--- config.mk ---
export PLATFORM = sky130hd
export DESIGN_NAME = int_div_issue_queue_flat
export DESIGN_NICKNAME = d
export VERILOG_FILES = /design/src/rtl/int_div_issue_queue_if.sv /design/src/rtl/int_div_issue_queue.sv /design/src/flat_wrapper.sv
export SDC_FILE = /design/constraint.sdc
export NUM_CORES = 1
export LEC_CHECK = 0
export ABC_CLOCK_PERIOD_IN_PS = 3770
export CAP_MARGIN = 20
export CORE_ASPECT_RATIO = 0.75
export CORE_UTILIZATION = 49
export DETAILED_ROUTE_END_ITERATION = 8
export PLACE_DENSITY = 0.76
export SETUP_SLACK_MARGIN = 0.15
export SYNTH_ARGS = -nofsm -noshare
export SYNTH_HDL_FRONTEND = slang
export SYNTH_SLANG_ARGS = --single-unit
--- constraint.sdc ---
create_clock -name clk -period 3.77 [get_ports clk]
set_clock_uncertainty 0.15 [all_clocks]
set_input_delay 0.754 -clock clk [delete_from_list [all_inputs] [get_ports clk]]
set_output_delay 0.754 -clock clk [all_outputs]
set_load 0.1 [all_outputs]
--- src/rtl/int_div_issue_queue_if.sv ---
// rtl/int_div_issue_queue_if.sv - dispatch, divider and writeback signal bundle for int_div_issue_queue
interface int_div_issue_queue_if #(
    parameter int n     = 32,
    parameter int TAG_W = 5
);
    logic             flush;
    logic             valid_in;
    logic             ready_out;
    logic [1:0]       op;
    logic [n-1:0]     a;
    logic [n-1:0]     b;
    logic [TAG_W-1:0] tag_in;
    logic             div_valid;
    logic             div_ready;
    logic [1:0]       div_op;
    logic [n-1:0]     div_a;
    logic [n-1:0]     div_b;
    logic             div_res_valid;
    logic             div_res_ready;
    logic [n-1:0]     div_y;
    logic             wb_valid;
    logic             wb_ready;
    logic [TAG_W-1:0] wb_tag;
    logic [n-1:0]     wb_data;

    modport master (
        output flush, valid_in, op, a, b, tag_in, div_ready, div_res_valid, div_y, wb_ready,
        input  ready_out, div_valid, div_op, div_a, div_b, div_res_ready, wb_valid, wb_tag, wb_data
    );

    modport slave (
        input  flush, valid_in, op, a, b, tag_in, div_ready, div_res_valid, div_y, wb_ready,
        output ready_out, div_valid, div_op, div_a, div_b, div_res_ready, wb_valid, wb_tag, wb_data
    );
endinterface

--- src/rtl/int_div_issue_queue.sv ---
// rtl/int_div_issue_queue.sv - in-order divide issue queue with tagged writeback; INT_DIV_ISSUE_BYPASS_EN enables empty-queue bypass
module int_div_issue_queue #(
    parameter int n         = 32,
    parameter int DEPTH     = 4,
    parameter int TAG_W     = 5,
    parameter int IFQ_DEPTH = 2
) (
    input  logic clk,
    input  logic reset,
    int_div_issue_queue_if.slave bus
);
    localparam int AW = $clog2(DEPTH);
    localparam int IW = $clog2(IFQ_DEPTH);

    typedef struct packed {
        logic [1:0]       op;
        logic [n-1:0]     a;
        logic [n-1:0]     b;
        logic [TAG_W-1:0] tag;
    } req_t;

    req_t                 rq_mem [DEPTH];
    logic [AW:0]          rq_wr;
    logic [AW:0]          rq_rd;
    logic [TAG_W-1:0]     ifq_tag [IFQ_DEPTH];
    logic [IFQ_DEPTH-1:0] ifq_kill;
    logic [IW:0]          ifq_wr;
    logic [IW:0]          ifq_rd;

    logic rq_empty, rq_full, ifq_empty, ifq_full;
    logic rq_push, rq_pop, issue, ifq_pop, head_killed, issue_ok;
    req_t req_in, rq_head, issue_req;
`ifdef INT_DIV_ISSUE_BYPASS_EN
    logic bypass;
`endif

    always_comb begin
        rq_empty  = (rq_wr == rq_rd);
        rq_full   = (rq_wr[AW] != rq_rd[AW]) && (rq_wr[AW-1:0] == rq_rd[AW-1:0]);
        ifq_empty = (ifq_wr == ifq_rd);
        ifq_full  = (ifq_wr[IW] != ifq_rd[IW]) && (ifq_wr[IW-1:0] == ifq_rd[IW-1:0]);
        req_in    = {bus.op, bus.a, bus.b, bus.tag_in};
        rq_head   = rq_mem[rq_rd[AW-1:0]];
        issue_ok  = !reset && !bus.flush && !ifq_full;

        bus.ready_out = !reset && !rq_full && !bus.flush;
`ifdef INT_DIV_ISSUE_BYPASS_EN
        // An empty queue lets the incoming request go straight to the divider.
        bypass        = issue_ok && rq_empty;
        bus.div_valid = issue_ok && (rq_empty ? bus.valid_in : 1'b1);
        issue_req     = bypass ? req_in : rq_head;
        issue         = bus.div_valid && bus.div_ready;
        rq_push       = bus.valid_in && bus.ready_out && !(bypass && bus.div_ready);
        rq_pop        = issue && !bypass;
`else
        bus.div_valid = issue_ok && !rq_empty;
        issue_req     = rq_head;
        issue         = bus.div_valid && bus.div_ready;
        rq_push       = bus.valid_in && bus.ready_out;
        rq_pop        = issue;
`endif
        bus.div_op = issue_req.op;
        bus.div_a  = issue_req.a;
        bus.div_b  = issue_req.b;

        // A result arriving during flush belongs to a request being killed.
        head_killed       = bus.flush || ifq_kill[ifq_rd[IW-1:0]];
        bus.wb_valid      = !reset && bus.div_res_valid && !ifq_empty && !head_killed;
        bus.wb_tag        = ifq_tag[ifq_rd[IW-1:0]];
        bus.wb_data       = bus.div_y;
        bus.div_res_ready = !reset && (head_killed || bus.wb_ready);
        ifq_pop           = bus.div_res_valid && bus.div_res_ready && !ifq_empty;
    end

    always_ff @(posedge clk) begin
        if (reset) begin
            rq_wr    <= '0;
            rq_rd    <= '0;
            ifq_wr   <= '0;
            ifq_rd   <= '0;
            ifq_kill <= '0;
            for (int i = 0; i < DEPTH; i++) rq_mem[i] <= '0;
            for (int i = 0; i < IFQ_DEPTH; i++) ifq_tag[i] <= '0;
        end else begin
            if (bus.flush) begin
                rq_wr <= '0;
                rq_rd <= '0;
            end else begin
                if (rq_push) begin
                    rq_mem[rq_wr[AW-1:0]] <= req_in;
                    rq_wr                 <= rq_wr + (AW+1)'(1);
                end
                if (rq_pop) rq_rd <= rq_rd + (AW+1)'(1);
            end
            if (issue) begin
                ifq_tag[ifq_wr[IW-1:0]] <= issue_req.tag;
                ifq_wr                  <= ifq_wr + (IW+1)'(1);
            end
            if (ifq_pop) ifq_rd <= ifq_rd + (IW+1)'(1);
            // Issue never coincides with flush, so the two kill updates are exclusive.
            if (bus.flush) ifq_kill <= '1;
            else if (issue) ifq_kill[ifq_wr[IW-1:0]] <= 1'b0;
        end
    end

    res_needs_issue: assert property (@(posedge clk) disable iff (reset) !(bus.div_res_valid && ifq_empty));
endmodule
--- src/flat_wrapper.sv ---
// flat-port wrapper written by rule: the top's interface ports become plain ports
module int_div_issue_queue_flat 
#(
    parameter int n         = 32,
    parameter int DEPTH     = 4,
    parameter int TAG_W     = 5,
    parameter int IFQ_DEPTH = 2
)
  (clk, reset, bus_flush, bus_valid_in, bus_op, bus_a, bus_b, bus_tag_in, bus_div_ready, bus_div_res_valid, bus_div_y, bus_wb_ready, bus_ready_out, bus_div_valid, bus_div_op, bus_div_a, bus_div_b, bus_div_res_ready, bus_wb_valid, bus_wb_tag, bus_wb_data);
  int_div_issue_queue_if #(.n(n), .TAG_W(TAG_W)) bus_i ();
  input  logic clk;
  input  logic reset;
  input wire logic [$bits(bus_i.flush)-1:0] bus_flush;
  input wire logic [$bits(bus_i.valid_in)-1:0] bus_valid_in;
  input wire logic [$bits(bus_i.op)-1:0] bus_op;
  input wire logic [$bits(bus_i.a)-1:0] bus_a;
  input wire logic [$bits(bus_i.b)-1:0] bus_b;
  input wire logic [$bits(bus_i.tag_in)-1:0] bus_tag_in;
  input wire logic [$bits(bus_i.div_ready)-1:0] bus_div_ready;
  input wire logic [$bits(bus_i.div_res_valid)-1:0] bus_div_res_valid;
  input wire logic [$bits(bus_i.div_y)-1:0] bus_div_y;
  input wire logic [$bits(bus_i.wb_ready)-1:0] bus_wb_ready;
  output wire logic [$bits(bus_i.ready_out)-1:0] bus_ready_out;
  output wire logic [$bits(bus_i.div_valid)-1:0] bus_div_valid;
  output wire logic [$bits(bus_i.div_op)-1:0] bus_div_op;
  output wire logic [$bits(bus_i.div_a)-1:0] bus_div_a;
  output wire logic [$bits(bus_i.div_b)-1:0] bus_div_b;
  output wire logic [$bits(bus_i.div_res_ready)-1:0] bus_div_res_ready;
  output wire logic [$bits(bus_i.wb_valid)-1:0] bus_wb_valid;
  output wire logic [$bits(bus_i.wb_tag)-1:0] bus_wb_tag;
  output wire logic [$bits(bus_i.wb_data)-1:0] bus_wb_data;
  assign bus_i.flush = bus_flush;
  assign bus_i.valid_in = bus_valid_in;
  assign bus_i.op = bus_op;
  assign bus_i.a = bus_a;
  assign bus_i.b = bus_b;
  assign bus_i.tag_in = bus_tag_in;
  assign bus_i.div_ready = bus_div_ready;
  assign bus_i.div_res_valid = bus_div_res_valid;
  assign bus_i.div_y = bus_div_y;
  assign bus_i.wb_ready = bus_wb_ready;
  assign bus_ready_out = bus_i.ready_out;
  assign bus_div_valid = bus_i.div_valid;
  assign bus_div_op = bus_i.div_op;
  assign bus_div_a = bus_i.div_a;
  assign bus_div_b = bus_i.div_b;
  assign bus_div_res_ready = bus_i.div_res_ready;
  assign bus_wb_valid = bus_i.wb_valid;
  assign bus_wb_tag = bus_i.wb_tag;
  assign bus_wb_data = bus_i.wb_data;
  int_div_issue_queue #(.n(n), .DEPTH(DEPTH), .TAG_W(TAG_W), .IFQ_DEPTH(IFQ_DEPTH)) u_core (.clk(clk), .reset(reset), .bus(bus_i));
endmodule
Word level (Yosys, flattened, before mapping)
Memory sizes are Yosys's and may differ from the RTL's. A register that Yosys moved wholly into a read port is not among the register bits.
Cells that the tools add are included.
- shift operators: 0
- mux-type cells: 25
- div/mod/pow operators: 0
- $mul: 0
- eq/ne operators: 6
- reductions and logical operators: 29
- $add $sub $neg: 4
- magnitude comparators: 3
- bitwise operators: 2
- operators by type and width (cell ; number):
    2-to-1 mux 71 bit ; 1
    OR reduction 71 bit ; 1
    2-to-1 mux 1 bit ; 17
    logical AND 1 bit ; 16
    2-to-1 mux 2 bit ; 5
    zero test 1 bit ; 7
    adder 3 x 1 -> 3 bit (second input constant) ; 2
    2-to-1 mux 5 bit ; 1
    OR reduction 5 bit ; 1
    adder 2 x 1 -> 2 bit (second input constant) ; 2
    equality test 2 bit ; 2
    less-than comparator 1 x 2 -> 1 bit (second input constant) ; 2
    equality test 3 bit ; 1
    AND 2 bit ; 1
    logical OR 1 bit ; 2
    inequality test 1 bit ; 2
    inverter 2 bit ; 1
    nonzero test 2 bit ; 1
    OR reduction 2 bit ; 1
    demux 1 bit (select 1 bit) ; 1
    equality test 1 bit ; 1
    >= comparator 1 bit (second input constant) ; 1
- flip-flop bits (word level): 12
- output and inout port bits: 107
- input bits: 110
- latch bits: 0
- bits in read-only memories: 0
- memories kept: 2
- memory bits (writable): 294
- logic and storage cells: 76
- memories (name ; depth ; bits a word ; rd ports ; clocked after Yosys merged registers in ; write ports ; RTL line ; RTL):
    u_core.rq_mem ; 4 ; 71 ; 1 ; 1 ; 4 ; int_div_issue_queue.sv:22 ; req_t rq_mem [DEPTH];
    u_core.ifq_tag ; 2 ; 5 ; 1 ; 1 ; 2 ; int_div_issue_queue.sv:25 ; logic [TAG_W-1:0] ifq_tag [IFQ_DEPTH];

Depth between registers and ports, before layout
Gate-level depths: netlist (run 1).
- word-level depth: 12
- depth in mapped cells: 8

Least setup slack after synthesis (run 1)
OpenSTA, ideal clock, no wires.
- path kind: input to output
- start point: in reset
- end point: out bus_div_valid
- setup slack: -573 ps
- arrival time: 3439 ps
- stages: 4
- path through: clkbuf_1 > or2_2 > clkbuf_1 > nor3_1
- longest elaborated chain between the ends: 4
- RTL lines (item ; RTL line ; RTL):
    from (decl) ; flat_wrapper.sv:12 ; input logic reset;
    zero test 1 bit ; int_div_issue_queue.sv:44 ; issue_ok = !reset && !bus.flush && !ifq_full;
    logical AND 1 bit (2 in a row) ; int_div_issue_queue.sv:44 ;
    logical AND 1 bit ; int_div_issue_queue.sv:56 ; bus.div_valid = issue_ok && !rq_empty;
    to (decl) ; flat_wrapper.sv:24 ; output wire logic [$bits(bus_i.div_valid)-1:0] bus_div_valid;
Every way passes these cells.

==> results of run 1 <==
[sequential cells by signal (all words and copies together) (netlist names), named ones only]
register	count
u_core.rq_mem	284
u_core.ifq_tag	10
u_core.rq_rd	3
u_core.rq_wr	3
u_core.ifq_kill	2
u_core.ifq_rd	2
u_core.ifq_wr	2
[cell type report]
class	count	area (sq um)
tap	385	481.7
fill	2179	11930
multi-input combinational	442	4024
clock inverter	18	103.9
inverter	2	7.507
timing repair buffer	174	1699
sequential	309	9136
clock buffer	37	798.3
[worst min path at each step]
stage	to	slack, ns	cells after the start
6_report	u_core.ifq_kill[0]	0.32	2
5_1_grt	u_core.ifq_kill[0]	0.36	2
4_1_cts	u_core.ifq_kill[0]	0.32	2
3_5_place_dp	u_core.ifq_kill[0]	0.31	2
3_3_place_gp	u_core.ifq_kill[0]	0.30	2
2_1_floorplan	u_core.ifq_kill[0]	0.29	2
[routing by layer]
metal	wire [um]	GRT usage (%)	part of all wire (%)	vias up
met3	1665	3.437	6.0	45
li1	-	-	-	3276
met5	25	0	0.090	-
met4	412	3.682	1.5	4
met1	11840	25.53	42	3582
met2	13930	33.70	50	190
[worst max-delay path: cells and delay by family (launching register included)]
| family | cells | cell delay (ns) |
|---|---|---|
| DFF | 1 | 0.63 |
| buffers and inverters | 2 | 0.59 |
| muxes | 1 | 0.56 |
[metrics by stage]
| step | hold slack [ns] | util, % | worst slack (ns) | power (uW) |
|---|---|---|---|---|
| 6_report | 0.3151 | 57.66 | 0.5291 | 7642 |
| 5_1_grt | 0.3577 | 57.66 | 0.3952 | 7872 |
| 4_1_cts | 0.3183 | 57.66 | 0.4425 | 7713 |
| 3_5_place_dp | 0.3104 | 54.46 | 0.6086 | 4956 |
| 3_3_place_gp | 0.2965 | 54.46 | 0.6233 | 4940 |
| 2_1_floorplan | 0.2853 | - | 0.2594 | 4866 |
[Yosys cell counts, drive strengths merged, types with 5 or more instances]
cell	number	share of area, %
mux2i	7	0.50
mux2	5	0.40
dfxtp	15	2.1
nor2	5	0.13
mux4	71	11
edfxtp	294	62
and2	294	13
nand3	5	0.18
xnor2	5	0.31
clkbuf	31	0.83
nand2	12	0.32
buf	120	6.4
or2	6	0.27
xor2	6	0.37
[cells by family (layout without fill, tap and decap cells)]
family,count (synthesis),after routing,share of synthesized area (%)
and+or+nand+nor,332,332,14.47
DFF,309,309,64.51
buffers and inverters,153,231,7.268
muxes,83,83,12.19
AOI/OAI and AO/OA,14,14,0.7074
xor gates and xnor gates,11,11,0.6808
adders and majority gates,2,2,0.1768
[power groups by stage]
| stage | Sequential (uW) | Clock, uW | Combinational, uW |
|---|---|---|---|
| 4_1_cts | 3950 | 2830 | 932 |
| 3_3_place_gp | 4020 | 0 | 923 |
| 2_1_floorplan | 4010 | 0 | 861 |
| 3_5_place_dp | 4030 | 0 | 929 |
| 6_report | 3950 | 2770 | 920 |
| 5_1_grt | 3960 | 2950 | 960 |
==> results.json, run 1 <==
{
  "period_needed_ns": 3.241,
  "avgSynthCellArea_sq_um": 15.65,
  "ys_warn_count": 0,
  "dr.first_iter.drc_count": 409,
  "syn-num-nets": 1016,
  "syn_to_final_growth_pct": 14.84,
  "finalNonFillerCells": 1367,
  "reg2regPathDepth": 5,
  "drv_cap": 0,
  "clockBufferDepth": 3,
  "ant_nets": 0,
  "yosysSeqAreaShare_pct": 64.51,
  "cts-resized-gates": 0,
  "routed_wl_um": 27870,
  "core_area_sq_mm": 0.02818,
  "p_sw_uw": 1952,
  "fin_nets": 1072,
  "p_leak_uw": 0.005958,
  "intPower_uw": 5690,
  "grtUsageTotal_pct": 19.32,
  "synthArstFlopShare_pct": 0,
  "vias_per_cell": 5.192,
  "ys_ff_latch": 309,
  "cts_hold_buf": 0,
  "cp.required_ns": 2.87,
  "die_h_um": 149.2,
  "path_cells": "buf_4, mux4_2, buf_4",
  "slew_viol_final": 0,
  "cts.sinks": 309,
  "rsz0062_at_grt": "false",
  "slew_headroom_pct": 34.81,
  "cp_slowest_cell": "dfxtp_4",
  "rows": 53,
  "numCtsBuffers": 31,
  "hold_path_class": "flip-flop to flip-flop",
  "cts_root_buf": "clkbuf_16",
  "gp_congestion": 0.7916,
  "cts_tree": "done",
  "setup_viol": 0,
  "die_area_sq_mm": 0.02957,
  "antenna_found_initial": 2,
  "num_vias": 7097,
  "path_class": "flip-flop to output pin",
  "clk_pin_slew_ns": 0.06,
  "postCtsSetupRepairBufs": 0,
  "fmax_mhz": 308.6,
  "cp_common_cell": "buf_4",
  "synthFlopType": "edfxtp_1",
  "synth_cell_type_count": 37,
  "r2r_start": "u_core.rq_wr[0]",
  "critPathArrivalTime_ns": 2.34,
  "crit_fanout": 20,
  "slowest_delay_ns": 0.63,
  "wl_per_cell_um": 20.39,
  "route.detailed.drc": 0,
  "initial_core_util_pct": 50.21,
  "drt_first_pass_iters": 4,
  "power_density_mw_per_mm2": 470.2,
  "switching_share_pct": 25.54,
  "pwr-share-comb_pct": 12.0,
  "grt_pass1_vias": 7492,
  "layout_common_cells": "and2_1, edfxtp_1, clkdlybuf4s50_1, buf_4, mux4_2",
  "status": "complete, no violations",
  "setup_tns_ns": 0,
  "hold_viol_final": 0,
  "synth_area_sq_mm": 0.01415,
  "antennaDiodeCount": 0,
  "die_w_um": 198.2,
  "endpoint": "bus_div_b[5]",
  "vdd_drop_max_uv": 375.2,
  "io_pins": 217,
  "hpwlAfterDp_um": 16750,
  "min_period_over_period_pct": 85.97,
  "r2r-end": "u_core.rq_mem[2][4]",
  "gr-total-overflow": 0,
  "clk_latency_ns": 0.54,
  "drive_above_1_share_pct": 23.32,
  "stdcell_area_sq_mm": 0.01625,
  "dpl_cell_area_sq_mm": 0.01535,
  "grt_max_degree": 72,
  "cp-end-kind": "output pin",
  "htreeDepth": 1,
  "synth-edff-count": 294,
  "worst_slew_pin_slew_ns": 0.9748,
  "grt_pass1_wl_um": 42810,
  "synth_cells": 904,
  "io_buffers": 152,
  "power_frac_seq_pct": 51.7,
  "r2r_slack_ns": 1.34,
  "clkPwrFrac_pct": 36.3,
  "dp.cells": 1312,
  "cp-start-kind": "flip-flop",
  "worstHoldStart": "u_core.ifq_kill[0]"
}
No activity file was read; power rests on OpenSTA's default activity.
==> run 2, diff against run 1 <==
--- a/config.mk
+++ b/config.mk
@@ -6,7 +6,6 @@
 export NUM_CORES = 1
 export LEC_CHECK = 0
 export ABC_CLOCK_PERIOD_IN_PS = 3770
-export CAP_MARGIN = 20
 export CORE_ASPECT_RATIO = 0.75
 export CORE_UTILIZATION = 49
 export DETAILED_ROUTE_END_ITERATION = 8
==> results of run 2 <==
Same layout as run 1: the final DEF is identical, and so are final timing and power.
